File: config.mk
export PLATFORM = sky130hd
export DESIGN_NAME = aes_kat_sequencer
export DESIGN_NICKNAME = d
export VERILOG_FILES = /design/src/rtl/aes_kat_pkg.sv /design/src/rtl/aes_kat_rom.sv /design/src/rtl/aes_kat_sequencer.sv
export SDC_FILE = /design/constraint.sdc
export NUM_CORES = 1
export LEC_CHECK = 0
export CAP_MARGIN = 20
export CORE_AREA = 2 2 258 260
export CTS_BUF_LIST = sky130_fd_sc_hd__clkbuf_16
export DETAILED_ROUTE_END_ITERATION = 8
export DIE_AREA = 0 0 260 262
export HOLD_SLACK_MARGIN = 0.12
export REMOVE_ABC_BUFFERS = 1
export SLEW_MARGIN = 20
export SYNTH_ARGS = -nofsm -noshare
export SYNTH_HDL_FRONTEND = slang
export SYNTH_HIERARCHICAL = 1
export SYNTH_SLANG_ARGS = --single-unit
File: constraint.sdc
create_clock -name clk -period 4.3 [get_ports clk]
set_input_delay 0.645 -clock clk [delete_from_list [all_inputs] [get_ports clk]]
set_output_delay 0.645 -clock clk [all_outputs]
set_load 0.01 [all_outputs]
File: src/rtl/aes_kat_pkg.sv
// Shared constants and vector table for the AES known-answer-test sequencer.
// Vectors are the FIPS-197 Appendix C examples; keys are left-aligned in 256 bits.
package aes_kat_pkg;

    localparam int unsigned NumTests = 6;

    typedef enum logic [1:0] {
        KeyLen128 = 2'd0,
        KeyLen192 = 2'd1,
        KeyLen256 = 2'd2
    } keylen_e;

    localparam logic [2:0] TestE128 = 3'd0;
    localparam logic [2:0] TestD128 = 3'd1;
    localparam logic [2:0] TestE192 = 3'd2;
    localparam logic [2:0] TestD192 = 3'd3;
    localparam logic [2:0] TestE256 = 3'd4;
    localparam logic [2:0] TestD256 = 3'd5;
    // Sentinel index meaning "no further enabled test"
    localparam logic [2:0] TestNone = 3'd6;

    localparam logic [127:0] KatPlain  = 128'h00112233445566778899aabbccddeeff;
    localparam logic [127:0] KatKey128 = 128'h000102030405060708090a0b0c0d0e0f;
    localparam logic [191:0] KatKey192 =
        192'h000102030405060708090a0b0c0d0e0f1011121314151617;
    localparam logic [255:0] KatKey256 =
        256'h000102030405060708090a0b0c0d0e0f101112131415161718191a1b1c1d1e1f;
    localparam logic [127:0] KatCt128  = 128'h69c4e0d86a7b0430d8cdb78070b4c55a;
    localparam logic [127:0] KatCt192  = 128'hdda97ca4864cdfe06eaf70a0ec0d7191;
    localparam logic [127:0] KatCt256  = 128'h8ea2b7ca516745bfeafc49904b496089;

    typedef struct packed {
        logic          decrypt;
        keylen_e       keylen;
        logic [255:0]  key;
        logic [127:0]  din;
        logic [127:0]  expected;
    } kat_vec_t;

    function automatic kat_vec_t kat_vector(logic [2:0] idx);
        kat_vec_t v;
        v = '0;
        unique case (idx)
            TestE128: v = '{1'b0, KeyLen128, {KatKey128, 128'h0}, KatPlain, KatCt128};
            TestD128: v = '{1'b1, KeyLen128, {KatKey128, 128'h0}, KatCt128, KatPlain};
            TestE192: v = '{1'b0, KeyLen192, {KatKey192, 64'h0}, KatPlain, KatCt192};
            TestD192: v = '{1'b1, KeyLen192, {KatKey192, 64'h0}, KatCt192, KatPlain};
            TestE256: v = '{1'b0, KeyLen256, KatKey256, KatPlain, KatCt256};
            TestD256: v = '{1'b1, KeyLen256, KatKey256, KatCt256, KatPlain};
            default:  v = '0;
        endcase
        return v;
    endfunction

    // Lowest enabled test index at or above 'from', or TestNone.
    function automatic logic [2:0] next_enabled(logic [NumTests-1:0] mask, logic [2:0] from);
        logic [2:0] r;
        r = TestNone;
        for (int i = int'(NumTests) - 1; i >= 0; i--) begin
            if (mask[i] && (3'(i) >= from)) r = 3'(i);
        end
        return r;
    endfunction

endpackage

File: src/rtl/aes_kat_rom.sv
// Combinational test-index to vector lookup, keeping the sequencer FSM vector-agnostic.
module aes_kat_rom
    import aes_kat_pkg::*;
(
    input  logic [2:0]   idx,
    output logic         decrypt,
    output logic [1:0]   keylen,
    output logic [255:0] key,
    output logic [127:0] din,
    output logic [127:0] expected
);

    kat_vec_t vec;

    assign vec      = kat_vector(idx);
    assign decrypt  = vec.decrypt;
    assign keylen   = vec.keylen;
    assign key      = vec.key;
    assign din      = vec.din;
    assign expected = vec.expected;

endmodule

File: src/rtl/aes_kat_sequencer.sv
// Time-multiplexed AES known-answer-test controller driving one shared engine.
// Optional per-test watchdog enabled by defining AES_KAT_TIMEOUT_EN.
module aes_kat_sequencer
    import aes_kat_pkg::*;
#(
    parameter logic [NumTests-1:0] TEST_MASK      = 6'b111111,
    parameter int unsigned         TIMEOUT_CYCLES = 1023
) (
    input  logic                clk,
    input  logic                rst,
    input  logic                start,
    output logic                busy,
    output logic                done,
    output logic [NumTests-1:0] pass,
    output logic                all_pass,
    output logic                timeout,
    output logic                core_req,
    output logic                core_decrypt,
    output logic [1:0]          core_keylen,
    output logic [255:0]        core_key,
    output logic [127:0]        core_in,
    input  logic                core_ack,
    input  logic                core_rsp_valid,
    input  logic [127:0]        core_rsp_data
);

    typedef enum logic [2:0] {StIdle, StIssue, StWait, StCheck, StDone} state_t;

    state_t              state_q;
    logic [2:0]          idx_q;
    logic                match_q;
    logic [2:0]          first_idx;
    logic [2:0]          next_idx;
    logic [2:0]          rom_idx;
    logic                launch;
    logic                expired;
    logic [NumTests-1:0] pass_chk;

    logic                rom_decrypt;
    logic [1:0]          rom_keylen;
    logic [255:0]        rom_key;
    logic [127:0]        rom_din;
    logic [127:0]        rom_expected;

    assign first_idx = next_enabled(TEST_MASK, 3'd0);
    assign next_idx  = next_enabled(TEST_MASK, idx_q + 3'd1);

    // WAIT needs the current vector's expected result; IDLE/CHECK preload the next vector.
    assign rom_idx = (state_q == StWait) ? idx_q :
                     (state_q == StIdle) ? first_idx : next_idx;

    assign launch = ((state_q == StIdle) && start && (first_idx != TestNone)) ||
                    ((state_q == StCheck) && (next_idx != TestNone));

    always_comb begin
        pass_chk        = pass;
        pass_chk[idx_q] = match_q;
    end

    aes_kat_rom u_rom (
        .idx      (rom_idx),
        .decrypt  (rom_decrypt),
        .keylen   (rom_keylen),
        .key      (rom_key),
        .din      (rom_din),
        .expected (rom_expected)
    );

`ifdef AES_KAT_TIMEOUT_EN
    localparam int unsigned TmoW = $clog2(TIMEOUT_CYCLES + 1);

    logic [TmoW-1:0] tmo_q;

    always_ff @(posedge clk) begin
        if (rst || launch) begin
            tmo_q <= '0;
        end else if (state_q == StIssue || state_q == StWait) begin
            tmo_q <= tmo_q + 1'b1;
        end
    end

    assign expired = (state_q == StIssue || state_q == StWait) &&
                     (tmo_q == TmoW'(TIMEOUT_CYCLES - 1));
`else
    assign expired = 1'b0;
`endif

    always_ff @(posedge clk) begin
        if (rst) begin
            state_q      <= StIdle;
            idx_q        <= '0;
            match_q      <= 1'b0;
            busy         <= 1'b0;
            done         <= 1'b0;
            pass         <= '0;
            all_pass     <= 1'b0;
            timeout      <= 1'b0;
            core_req     <= 1'b0;
            core_decrypt <= 1'b0;
            core_keylen  <= '0;
            core_key     <= '0;
            core_in      <= '0;
        end else begin
            done <= 1'b0;
            if (launch) begin
                idx_q        <= rom_idx;
                core_req     <= 1'b1;
                core_decrypt <= rom_decrypt;
                core_keylen  <= rom_keylen;
                core_key     <= rom_key;
                core_in      <= rom_din;
            end
            unique case (state_q)
                StIdle: begin
                    if (start) begin
                        pass     <= '0;
                        all_pass <= 1'b0;
                        timeout  <= 1'b0;
                        if (launch) begin
                            busy    <= 1'b1;
                            state_q <= StIssue;
                        end else begin
                            all_pass <= &(~TEST_MASK);
                            done     <= 1'b1;
                            state_q  <= StDone;
                        end
                    end
                end
                StIssue: begin
                    if (core_ack) begin
                        core_req <= 1'b0;
                        state_q  <= StWait;
                    end else if (expired) begin
                        core_req <= 1'b0;
                        match_q  <= 1'b0;
                        timeout  <= 1'b1;
                        state_q  <= StCheck;
                    end
                end
                StWait: begin
                    if (core_rsp_valid) begin
                        match_q <= (core_rsp_data == rom_expected);
                        state_q <= StCheck;
                    end else if (expired) begin
                        match_q <= 1'b0;
                        timeout <= 1'b1;
                        state_q <= StCheck;
                    end
                end
                StCheck: begin
                    pass <= pass_chk;
                    if (launch) begin
                        state_q <= StIssue;
                    end else begin
                        all_pass <= &(pass_chk | ~TEST_MASK);
                        busy     <= 1'b0;
                        done     <= 1'b1;
                        state_q  <= StDone;
                    end
                end
                StDone: state_q <= StIdle;
                default: state_q <= StIdle;
            endcase
        end
    end

endmodule

==> qor.yml, run 1 <==
status: "finished, final reports clean"
post_synth.cell_area_avg_sq_um: 7.78
finalClockSkew_ps: 15.2
yosysTopAreaCell: "dfxtp_1"
postLayoutCellArea_sq_um: 24200
clock_sinks: 404
place.detailed.hpwl_um: 40700
grt_remaining_overflow: 0
largest_fanout_of_any_net_on_the_critical_path: 12
multi_input_gate_area_sq_um: 7710
final.setup.tns_ps: 0
grt_pass1_wl_um: 85300
cts.clk_slew.worst_paths_ps: 60
worst_ep_required_time_ps: 4790
boundaryPins: 531
worstMarginPinSlew_ps: 990
worst_ir_drop_on_vdd_v: 0.000289
hold_viol_final: 0
whs_path_cells: 2
synth_edf_count: 0
cp-start-kind: "flop"
synth_cells: 2499
ant_nets: 0
min_path_type: "reg -> reg"
final_max_slew_viol_count: 0
setup_viol: 0
critPathKind: "reg -> reg"
critical_path.reg2reg.endpoint: "match_q"
ff2ff_setup_slack_ps: 480
finalWorstPathRequiredPeriod_ps: 3820
final_gp_congestion: 0.899
setup.worst_path.start: "idx_q[1]"
most_used_flip_flop_cell_after_synthesis: "dfxtp_1"
post_synth_most_frequent_cells: "786 x nand2_1, 501 x buf_4, 404 x dfxtp_1"
detail_route.iter0.violations: 1091
fillerInstances: 6785
achievable-frequency_mhz: 261
syn_area_sq_um: 19400
io_buffer_count: 529
detailed_route_wire_length_um: 57600
drive_above_1_share: 0.0466
grt_setup_unrepaired: "false"
insertion_delay_ps: 560
asyncSetResetFlopFracSynth: 0
layout.nets: 2825
floorplan.die.height_um: 262
critical_path.endpoint: "match_q"
yosysWarningCount: 6
critical_path.endpoint_type: "flop"
grt_pass1_vias: 13900
grt_start_max_net_pins: 152
placeableCoreArea_sq_um: 65300
design.die.area_sq_um: 68100
cts-root-buf: "clkbuf_16"
row_count: 94
initial_core_util: 0.298
drv.max_cap_violation_count: 0
seq_area_sq_um: 8090
synth.ff_latch_count: 404
cts_inserted_buffers: 46
grt_usage: 0.160
tritoncts_clock_tree: "done"
antenna_found_initial: 2
power_dens_cells_nw_per_um2: 418
cts-htree-levels: 2
cts_resized: 0
max-clock-path-buffers: 3
synth_top_cell_area_share: 0.416
drt_pass1_iterations: 6
r2r.worst_path.cells: 14
synth_seq_area_share: 0.416
placement.cell_area_sq_um: 22800
timing.rr.start: "idx_q[1]"
p_leak_nw: 9.06
worst_slew_margin_rel: 0.337
synthMostInstantiatedCell: "nand2_1"
die_x_um: 260
route.detailed.wl_per_inst_um: 16.1
cts_hold_repair.buffers: 0
postCtsSetupBuffers: 0
final_min_period_over_clock_period: 0.889
yosys-top-cells-area: "dfxtp_1 42%, buf_4 19%, nand2_1 15%, a21oi_1 10%, xnor2_1 3.4%"
dr_total_vias: 14900
synthToLayoutAreaGrowth_pct: 24.3
arrival_ps: 4310
drc_errors: 0
detail_route.vias_per_cell: 4.15
ys_types: 46
[metrics by stage]
step | utilization | power (W) | std cells | hold WS (ps) | setup WS (ps)
5_1_grt | 0.370 | 0.0106 | 3588 | 467 | 67.4
3_3_place_gp | 0.349 | 0.00648 | 3505 | 441 | 514
3_5_place_dp | 0.349 | 0.00647 | 3505 | 445 | 479
4_1_cts | 0.370 | 0.0103 | 3588 | 454 | 450
6_report | 0.370 | 0.0101 | 3589 | 451 | 476
2_1_floorplan | - | 0.00544 | 2057 | 474 | -9510
[worst max-delay path, stage by stage (launching register included)]
cell,delay (ps)
dfxtp_1,540
inv_1,140
ha_1,370
o21ai_0,90
a31oi_1,200
o21ai_1,170
buf_4,240
nor2b_1,460
buf_4,310
xnor2_1,140
nand4_1,110
or4_1,510
nor4_1,200
nand3_1,120
o21ai_1,130
[state kept, by name, summed over array words and instances, names as in the netlist]
signal	flops
state_q	3
pass	6
done	1
core_req	1
core_decrypt	1
idx_q	3
core_key	256
match_q	1
all_pass	1
busy	1
core_keylen	2
core_in	128
[how the worst min path moves through the flow]
| stage | to | slack (ps) | startpoint |
|---|---|---|---|
| 2_1_floorplan | busy | 470 | busy |
| 3_3_place_gp | core_key[179] | 440 | core_key[179] |
| 3_5_place_dp | core_key[138] | 450 | core_key[138] |
| 4_1_cts | core_key[119] | 450 | core_key[119] |
| 5_1_grt | core_key[17] | 470 | core_key[17] |
| 6_report | core_decrypt | 450 | core_decrypt |
[routing by layer]
| layer | GRT usage | wire [um] |
|---|---|---|
| met5 | 0 | 13 |
| met2 | 0.270 | 27000 |
| met3 | 0.0606 | 5540 |
| met4 | 0.0608 | 1950 |
| met1 | 0.184 | 23200 |
[cells by family after synthesis]
family,Yosys count,share of synthesized area
AO/OA/AOI/OAI,429,0.113
other,2,0.000386
AND/OR/NAND/NOR,899,0.185
XOR/XNOR,130,0.0590
flip-flops,404,0.416
buffers and inverters,632,0.224
adder cells (fa/ha/maj),3,0.00193
[where the power goes]
| part | switching [W] | internal, W | leakage (nW) |
|---|---|---|---|
| Sequential | 0.000149 | 0.00403 | 3.31 |
| Combinational | 0.00120 | 0.000997 | 5.01 |
| Clock | 0.00157 | 0.00215 | 0.733 |
[final cells by class]
class	instances	area share
tap	864	0.0447
timing repair buffer	584	0.242
clock buffer	47	0.0487
inverter	5	0.000777
multi-input combinational	1648	0.319
sequential	404	0.335
clock inverter	36	0.00968
antenna	1	0.000104
[cell usage in the layout (no fill, tap or decap), types with 2 or more instances in the layout]
cell type,Yosys,routed
nand2_1,786,786
clkdlybuf4s50_1,0,528
dfxtp_1,404,404
a21oi_1,399,399
conb_1,2,187
xnor2_1,75,75
xor2_1,54,54
clkbuf_16,0,47
buf_4,501,44
nor2_1,25,24
nand4_1,22,22
nor4_1,18,18
clkinv_1,0,15
inv_1,3,14
nand3_1,12,12
buf_12,0,11
o21ai_0,13,10
and2_1,7,7
nor3_1,5,5
o21ai_1,3,4
nand3b_1,4,4
nand2b_1,4,4
nor2b_1,5,4
clkinv_2,0,4
o21ai_2,1,3
a22oi_1,3,3
ha_1,3,3
inv_6,0,3
bufinv_16,0,3
nor3_2,2,2
inv_2,2,2
and2b_1,2,2
Note: power is estimated with default switching activity, not from simulation.
==> inputs of run 2 (changes only) <==
--- a/config.mk
+++ b/config.mk
@@ -6,10 +6,11 @@
 export NUM_CORES = 1
 export LEC_CHECK = 0
 export CAP_MARGIN = 20
-export CORE_AREA = 2 2 258 260
+export CORE_AREA = 2 2 308 218
 export CTS_BUF_LIST = sky130_fd_sc_hd__clkbuf_16
 export DETAILED_ROUTE_END_ITERATION = 8
-export DIE_AREA = 0 0 260 262
+export DIE_AREA = 0 0 310 220
+export DONT_BUFFER_PORTS = 1
 export HOLD_SLACK_MARGIN = 0.12
 export REMOVE_ABC_BUFFERS = 1
 export SLEW_MARGIN = 20
==> run 2 against run 1 <==
  * Fmax fell by 1.4%
  * First-iteration DRC count fell by 14%
  * Power fell by 8.0%
  * Combinational power fell by 46%
  * Clock skew rose by 13 ps
  * Sequential share of layout area rose by 9.7 points
  * Critical path type unchanged
  * Largest cell class unchanged
==> qor.yml, run 2 (same netlist as run 1, synthesis figures left out) <==
drv.max_cap_violation_count: 0  # unchanged
drive_above_1_share: 0.0556  # +0.00896
clock_sinks: 404  # unchanged
route.detailed.wl_per_inst_um: 17.1  # +6.3%
arrival_ps: 4380  # +70 ps
cts.clk_slew.worst_paths_ps: 70  # about the same
drt_pass1_iterations: 5  # -1
grt_pass1_wl_um: 74500  # -13%
largest_fanout_of_any_net_on_the_critical_path: 12  # unchanged
detailed_route_wire_length_um: 52400  # -9.1%
grt_start_max_net_pins: 397  # +160%
cts-htree-levels: 2  # unchanged
multi_input_gate_area_sq_um: 7710  # about the same
cts_inserted_buffers: 42  # -8.7%
achievable-frequency_mhz: 258  # -1.4%
synthToLayoutAreaGrowth_pct: -3.55
p_leak_nw: 7.04  # -22%
antenna_found_initial: 0  # -2
hold_viol_final: 0  # unchanged
worst_ir_drop_on_vdd_v: 0.000241  # -17%
grt_pass1_vias: 11800  # -15%
top_regs: "core_key (256), core_in (128), pass (6)"
floorplan.die.height_um: 220  # -16%
layout_common_cells: "786 x nand2_1, 404 x dfxtp_1, 399 x a21oi_1, 187 x conb_1, 75 x xnor2_1"
grt_usage: 0.142  # -0.0176
io_buffer_count: 0  # -100%
drc_errors: 0  # unchanged
setup_viol: 0  # unchanged
ant_nets: 0  # unchanged
fillerInstances: 7135  # +5.2%
status: "finished, final reports clean"
tritoncts_clock_tree: "done"
max_reg_flops: 256  # unchanged
post-route-util: 0.286  # -0.0846
critPathKind: "reg -> reg"
detail_route.iter0.violations: 942  # -14%
insertion_delay_ps: 580  # +20 ps
initial_core_util: 0.296  # -0.00162
die_x_um: 310  # +19%
finalClockSkew_ps: 28.7  # +13.5 ps
final_max_slew_viol_count: 0  # unchanged
seq_area_sq_um: 8090  # unchanged
layout.nets: 2282  # -19%
cp-start-kind: "flop"
final_min_period_over_clock_period: 0.902  # +0.0126
placeableCoreArea_sq_um: 65600  # +0.55%
worst_ep_required_time_ps: 4800  # about the same
worst_slew_margin_rel: 0.388  # +0.0507
critical_path.endpoint_type: "flop"
min_path_type: "in -> reg"
worst_slack_ps: 421  # -54.3 ps
boundaryPins: 531  # unchanged
worstMarginPinSlew_ps: 915  # -75.8 ps
cts-root-buf: "clkbuf_16"
max-clock-path-buffers: 3  # unchanged
dr_total_vias: 13000  # -12%
grt_setup_unrepaired: "false"
power_dens_cells_nw_per_um2: 496  # +19%
row_count: 79  # -16%
detail_route.vias_per_cell: 4.25  # +2.6%
place.detailed.hpwl_um: 36500  # -11%
postCtsSetupBuffers: 0  # unchanged
place_ws_ps: 559  # +79.4 ps
design.die.area_sq_um: 68200  # +0.12%
top_register: "core_key"
antenna_cells: 0  # -1
final_gp_congestion: 0.819  # -8.9%
final_common_cell: "nand2_1"
finalWorstPathRequiredPeriod_ps: 3880  # +54.3 ps
grt_remaining_overflow: 0  # unchanged
[run 2: what timing repair did]
| action | CTS | global route |
|---|---|---|
| hold buffers | 1 | 0 |
| endpoints found under the hold margin | 10 | 0 |
| resized for setup | 0 | 0 |
[run 2: report_power, final]
part / total [W] / internal, W / switching [W]
Clock: 0.00369 / 0.00213 / 0.00157
Sequential: 0.00441 / 0.00403 / 0.000373
Combinational: 0.00119 / 0.000431 / 0.000763
[run 2: final cells by class]
| class | instances | share of cell area |
|---|---|---|
| Clock buffer | 43 | 0.0574 |
| Clock inverter | 32 | 0.0159 |
| Inverter | 5 | 0.00100 |
| Multi-Input combinational cell | 1648 | 0.411 |
| Sequential cell | 404 | 0.432 |
| Tap cell | 891 | 0.0595 |
| Timing Repair Buffer | 45 | 0.0235 |
[run 2: worst max-delay path, stage by stage, from the launching register on]
cell and delay (ps):
dfxtp_1 560, inv_1 150, ha_1 350, o21ai_0 170, a31oi_1 120, o21ai_2 380
buf_4 240, and2_1 570, xor2_1 140, nor4_1 300, nand4_1 160, nor4_1 390
nand3_1 130, o21ai_1 140
[run 2: worst paths after layout]
| check | start | to | slack (ps) | cells past startpoint |
|---|---|---|---|---|
| hold / removal | rst | core_key[38] | 180 | 1 |
| setup / recovery | idx_q[1] | match_q | 420 | 13 |
| hold reg to reg | core_key[238] | core_key[238] | 500 | 2 |
| setup reg to reg | idx_q[1] | match_q | 420 | 13 |
[run 2: per-layer routing]
metal | up-vias | global-route usage | part of all wire
met1 | 5891 | 0.164 | 0.39
met3 | 85 | 0.0649 | 0.12
met5 | - | 0 | 0
met2 | 459 | 0.229 | 0.45
li1 | 6611 | - | -
met4 | 0 | 0.0583 | 0.034
[run 2: per-stage QoR]
stage	total power, W	area [sq um]	setup TNS [ps]	hold WS, ps	instances
2_1_floorplan	0.00544	15800	-2539800	474	2057
3_3_place_gp	0.00566	17400	0	488	2992
3_5_place_dp	0.00568	17400	0	491	2992
4_1_cts	0.00942	18700	0	127	3068
5_1_grt	0.00977	18700	0	133	3068
6_report	0.00929	18700	0	175	3068
